### src/rtl/mem_pkg.sv
// Shared definitions for the data memory load/store paths: access size
// encodings, row geometry and the load FSM state type.
package mem_pkg;

  localparam logic [1:0] SZ_BYTE   = 2'b00;
  localparam logic [1:0] SZ_HALF   = 2'b01;
  localparam logic [1:0] SZ_WORD   = 2'b10;
  localparam logic [1:0] SZ_DOUBLE = 2'b11;

  localparam int ROW_BYTES = 8;

  typedef enum logic [2:0] {
    ST_IDLE  = 3'd0,
    ST_RD_LO = 3'd1,
    ST_RD_HI = 3'd2,
    ST_CAP   = 3'd3,
    ST_RESP  = 3'd4
  } load_state_t;

endpackage

### src/rtl/load_align_extend.sv
// Combinational load aligner: picks the addressed little-endian bytes out of
// a {hi,lo} row pair and sign- or zero-extends them to 64 bits.
module load_align_extend
  import mem_pkg::*;
(
  input  logic [63:0] lo,
  input  logic [63:0] hi,
  input  logic [2:0]  off,
  input  logic [1:0]  size,
  input  logic        is_unsigned,
  output logic [63:0] result
);

  logic [127:0] w_cat;
  logic [127:0] w_shift;
  logic [63:0]  w_low;

  assign w_cat   = {hi, lo};
  assign w_shift = w_cat >> {off, 3'b000};
  assign w_low   = w_shift[63:0];

  // Keep nbytes*8 bits and fill the upper bits with the sign or with zero.
  always_comb begin
    result = w_low;
    case (size)
      SZ_BYTE:   result = {{56{~is_unsigned & w_low[7]}},  w_low[7:0]};
      SZ_HALF:   result = {{48{~is_unsigned & w_low[15]}}, w_low[15:0]};
      SZ_WORD:   result = {{32{~is_unsigned & w_low[31]}}, w_low[31:0]};
      SZ_DOUBLE: result = w_low;
      default:   result = w_low;
    endcase
  end

endmodule

### src/rtl/data_memory_load.sv
// Load path for the byte-lane data memory: accepts one request, issues one or
// two row reads (two when the access straddles a row boundary), then returns
// the aligned and extended result over a valid/ready response.
module data_memory_load
  import mem_pkg::*;
#(
  parameter int BYTE_ADDR_W = 24
) (
  input  logic                   clk,
  input  logic                   rst,
  input  logic                   req_valid,
  output logic                   req_ready,
  input  logic [63:0]            req_addr,
  input  logic [1:0]             req_size,
  input  logic                   req_unsigned,
  output logic                   mem_rd_en,
  output logic [BYTE_ADDR_W-4:0] mem_row_addr,
  input  logic [63:0]            mem_rd_data,
  output logic                   rsp_valid,
  input  logic                   rsp_ready,
  output logic [63:0]            rsp_data
);

  localparam int ROW_W = BYTE_ADDR_W - 3;

  load_state_t      r_state;
  logic [ROW_W-1:0] r_row;
  logic [2:0]       r_off;
  logic [1:0]       r_size;
  logic             r_uns;
  logic             r_cross;
  logic [63:0]      r_lo;
  logic             r_req_ready;
  logic             r_mem_rd_en;
  logic [ROW_W-1:0] r_mem_row_addr;
  logic             r_rsp_valid;
  logic [63:0]      r_rsp_data;

  load_state_t      w_state_nxt;
  logic             w_accept;
  logic [ROW_W-1:0] w_row;
  logic [2:0]       w_off;
  logic [3:0]       w_nbytes;
  logic             w_cross;
  logic [ROW_W-1:0] w_row_inc;
  logic [63:0]      w_lo;
  logic [63:0]      w_hi;
  logic [63:0]      w_result;

  assign w_accept  = req_valid & r_req_ready;
  assign w_row     = req_addr[BYTE_ADDR_W-1:3];
  assign w_off     = req_addr[2:0];
  assign w_nbytes  = 4'd1 << req_size;
  assign w_cross   = (({1'b0, w_off} + w_nbytes) > 4'd8);
  // Row index arithmetic wraps naturally at the top of the address space.
  assign w_row_inc = r_row + {{(ROW_W-1){1'b0}}, 1'b1};

  // In CAP the memory presents lo (single row) or hi (second row of a crossing).
  assign w_lo = r_cross ? r_lo : mem_rd_data;
  assign w_hi = r_cross ? mem_rd_data : 64'd0;

  load_align_extend u_align (
    .lo          (w_lo),
    .hi          (w_hi),
    .off         (r_off),
    .size        (r_size),
    .is_unsigned (r_uns),
    .result      (w_result)
  );

  // Next-state selection for the single-request load sequence.
  always_comb begin
    w_state_nxt = r_state;
    case (r_state)
      ST_IDLE:  w_state_nxt = w_accept ? ST_RD_LO : ST_IDLE;
      ST_RD_LO: w_state_nxt = r_cross ? ST_RD_HI : ST_CAP;
      ST_RD_HI: w_state_nxt = ST_CAP;
      ST_CAP:   w_state_nxt = ST_RESP;
      ST_RESP:  w_state_nxt = rsp_ready ? ST_IDLE : ST_RESP;
      default:  w_state_nxt = ST_IDLE;
    endcase
  end

  // State, latched request fields and registered outputs; rst wins over all.
  always_ff @(posedge clk) begin
    if (rst) begin
      r_state        <= ST_IDLE;
      r_row          <= '0;
      r_off          <= 3'd0;
      r_size         <= 2'd0;
      r_uns          <= 1'b0;
      r_cross        <= 1'b0;
      r_lo           <= 64'd0;
      r_req_ready    <= 1'b1;
      r_mem_rd_en    <= 1'b0;
      r_mem_row_addr <= '0;
      r_rsp_valid    <= 1'b0;
      r_rsp_data     <= 64'd0;
    end else begin
      r_state     <= w_state_nxt;
      r_req_ready <= (w_state_nxt == ST_IDLE);
      r_mem_rd_en <= (w_state_nxt == ST_RD_LO) || (w_state_nxt == ST_RD_HI);
      if (w_state_nxt == ST_RD_LO) begin
        r_mem_row_addr <= w_row;
      end else if (w_state_nxt == ST_RD_HI) begin
        r_mem_row_addr <= w_row_inc;
      end else begin
        r_mem_row_addr <= '0;
      end
      if (w_accept) begin
        r_row   <= w_row;
        r_off   <= w_off;
        r_size  <= req_size;
        r_uns   <= req_unsigned;
        r_cross <= w_cross;
      end
      if (r_state == ST_RD_HI) begin
        r_lo <= mem_rd_data;
      end
      if (r_state == ST_CAP) begin
        r_rsp_data  <= w_result;
        r_rsp_valid <= 1'b1;
      end else if ((r_state == ST_RESP) && rsp_ready) begin
        r_rsp_valid <= 1'b0;
      end
    end
  end

  assign req_ready    = r_req_ready;
  assign mem_rd_en    = r_mem_rd_en;
  assign mem_row_addr = r_mem_row_addr;
  assign rsp_valid    = r_rsp_valid;
  assign rsp_data     = r_rsp_data;

endmodule

### config.mk
export PLATFORM = sky130hd
export DESIGN_NAME = data_memory_load
export DESIGN_NICKNAME = d
export VERILOG_FILES = /design/src/rtl/mem_pkg.sv /design/src/rtl/load_align_extend.sv /design/src/rtl/data_memory_load.sv
export SDC_FILE = /design/constraint.sdc
export NUM_CORES = 1
export LEC_CHECK = 0
export ABC_AREA = 1
export CAP_MARGIN = 20
export CORE_ASPECT_RATIO = 2
export CORE_MARGIN = 4
export CORE_UTILIZATION = 53
export DETAILED_ROUTE_END_ITERATION = 10
export PLACE_DENSITY = 0.83
export SLEW_MARGIN = 0
export SYNTH_ARGS = -nofsm -noshare
export SYNTH_HDL_FRONTEND = slang
export SYNTH_SLANG_ARGS = --single-unit
### constraint.sdc
create_clock -name clk -period 2.09 [get_ports clk]
set_clock_uncertainty 0.2 [all_clocks]
set_input_delay 0.3135 -clock clk [delete_from_list [all_inputs] [get_ports clk]]
set_output_delay 0.3135 -clock clk [all_outputs]
set_load 0.005 [all_outputs]
==> run metrics <==
outcome finished, violations left; failing checks negative setup slack; core box area 0.0211 mm²; Clock transition at path regs 70 ps; grt ovf 0; reg2reg end rsp_data[3]; DR iter-0 viols 1629; CP max stage delay 460 ps; Cell Area, Synth 0.0114 mm²; starting density of the core 54.1%; Bufs on Longest Clock Path 2; Hold Path Cell Cnt 3; post-route ant nets 0; synth unique cells 43; # setup viols final 1; Ant. Diodes 0; Synth Net Count 2013; FF-to-FF path depth 10; synth warn 0; Final Core Density 71.6%; critical path depth in cells 10; WP buf/inv 4; hold crit path type in2reg; worst flop-to-flop path startpoint r_cross; PnR worst setup slack -5.10 ps; crit end category flop; CP cell instances inv_8, buf_16, buf_12, nand2_1, nand3_1, nand3_1, nand2_1, buf_4, o21ai_0, a21oi_1; detailed-route via count 14300; total track usage 39.5%; Mapped Cells 1873; register area share after synthesis 32.1%; DRT Pass-1 Iters 6; crit path kind reg2reg; Die Wd 112 µm; row count 75; port bufs 182; CTS Buf Count 17; commonest register cell after synthesis dfxtp_1; worst-path maximum fanout 18; leakage 6.73 nW; largest net degree at the start of global routing 98; Worst EP arrival 2240 ps; number of flops mapped to enable cells by yosys 0; Crit-path slowest cell dfxtp_4; CP startpoint kind flop; RSZ-0062 raised after global routing yes; Total Wirelength 50600 µm; worst slack, placed -322 ps; die height 216 µm; Worst-Skew Late Latency 470 ps; Power Total 14.3 mW; Hold Path Sink r_lo[60]; Post-synth ARST share 0%; final layout net count 2204; pwr dens 948 mW/mm²; worst endpoint required time 2230 ps; max-slew violation count 0; final number of hold-violating endpoints 0; share of cells above drive strength 1 11.4%; CTS tree done; VDD IR max 0.000796 V; synthesis-to-layout area growth 32.4%; Worst Max-Slew Pin Slew 471 ps; first-pass GRT wire length 74000 µm; R2R Setup Slk -5 ps; Slew HR 68.5%; Root Buffer clkbuf_16; Synth Register Bits 183; H-tree lvl count 4; Synth top area share 32.1%; achievable frequency 477 MHz; area leader, netlist dfxtp_1; DRC viols 0; final hold slack 239 ps; Syn Area/Cell 6.10 µm²; routed len/inst 21.6 µm; crit path time final 2100 ps; clk sinks 183; delay-heaviest family, CP buffers and inverters; final worst-path cycle share 100%; max_cap viols 0; routability congestion estimate from global placement 1.02; DIE AREA 0.0241 mm²; Top Ports 223; DPL Wire Length 36200 µm; worst hold start mem_rd_data[60]; Area contributors post-synth dfxtp_1 (32%), nand3_1 (15%), nand2_1 (14%); initial antenna violation count 0; drt via density 6.09; vias in the first global route 13800
metal layers:
| metal | wire length (µm) | vias to the layer above | GRT usage (%) |
|---|---|---|---|
| met2 | 25400 | 848 | 70.4 |
| met5 | 0 | - | 0 |
| met4 | 5540 | 0 | 33.5 |
| li1 | - | 6630 | - |
| met1 | 16200 | 6547 | 39.1 |
| met3 | 3510 | 264 | 6.47 |
where the power goes:
part,switching (mW),leakage [nW],internal (mW)
Sequential,0.483,1.49,4.23
Combinational,3.91,4.96,2.53
Clock,1.62,0.273,1.57
final cells by class:
cell class / instances / area (µm²)
flip-flops and latches: 183 / 3670
multi-input cells: 1460 / 6890
clock buffers: 17 / 425
fillers: 1822 / 5990
clock inverters: 15 / 139
repair buffers: 314 / 3320
well taps: 269 / 337
inverters: 88 / 343
layout by cell type (no fill, tap or decap), drive strengths merged:
cell and instances:
nand2 427, nand3 353, nor2 287, o21ai 184, dfxtp 183, clkdlybuf4s50 182, buf 125, inv 93
a21oi 88, o211ai 51, clkbuf 24, or2 14, and3 13, nor3 12, clkinv 8, nand4 7
a22oi 4, ha 4, o21bai 3, clkinvlp 2, nand3b 1, a21o 1, a31o 1, a2bb2oi 1
and2 1, mux2i 1, o31ai 1, o21a 1, xor2 1, xnor2 1, o311ai 1, o41ai 1
fa 1
through the flow:
| step | TNS (ps) | cells | area [µm²] |
|---|---|---|---|
| floorplan | 0 | 1873 | 11400 |
| global placement | -5760 | 2303 | 14100 |
| detailed placement | -6990 | 2303 | 14100 |
| CTS | 0 | 2335 | 14700 |
| global route | -64.4 | 2346 | 15100 |
| finish | -5.10 | 2346 | 15100 |
how the worst max path moves through the flow:
stage,from,end,slack (ps)
6_report,r_cross,rsp_data[3],-5
2_1_floorplan,req_size[1],r_cross,350
3_3_place_gp,req_size[0],r_cross,-260
5_1_grt,r_cross,rsp_data[10],-30
3_5_place_dp,req_size[0],r_cross,-320
4_1_cts,r_cross,rsp_data[10],7
sequential cells by signal (all words and copies together), names as in the netlist, 2 cells and up:
signal,cells
r_state,3
mem_row_addr,21
r_size,2
r_lo,64
rsp_data,64
r_row,21
r_off,3
worst reg2reg max path, stage by stage (launching register included):
cell and delay, ps:
dfxtp_4 460, inv_8 110, buf_16 170, buf_12 150, nand2_1 90, nand3_1 100, nand3_1 100, nand2_1 80
buf_4 150, o21ai_0 270, a21oi_1 100
synth_stat cells, types with 2 or more instances:
library cell,n
ha_1,4
buf_1,11
nand2_1,426
nand3_2,3
buf_6,5
o21ai_1,8
o21bai_1,3
nand3_1,349
and3_1,13
inv_1,79
clkinv_1,2
o211ai_1,51
clkbuf_1,56
a22oi_1,4
buf_2,55
nor2_1,287
nand4_1,7
o21ai_0,176
or2_2,14
nor3_1,10
dfxtp_1,183
inv_2,6
buf_4,14
a21oi_1,88
timing repair:
action                                  CTS  global route
hold buffers                              0             0
endpoints found under the setup margin    0            58
resized for setup                         0            60
buffers inserted                          0             4
cells by family (layout without fill, tap and decap cells):
logic type / after synthesis / after routing / synth area share (%)
AOI/OAI and AO/OA: 337 / 337 / 16.2
buffers and inverters: 230 / 434 / 8.98
and+or+nand+nor: 1115 / 1115 / 41.9
adders and majority gates: 5 / 5 / 0.613
DFF: 183 / 183 / 32.1
muxes: 1 / 1 / 0.0876
xor gates and xnor gates: 2 / 2 / 0.153
No activity file was read; power rests on OpenSTA's default activity.
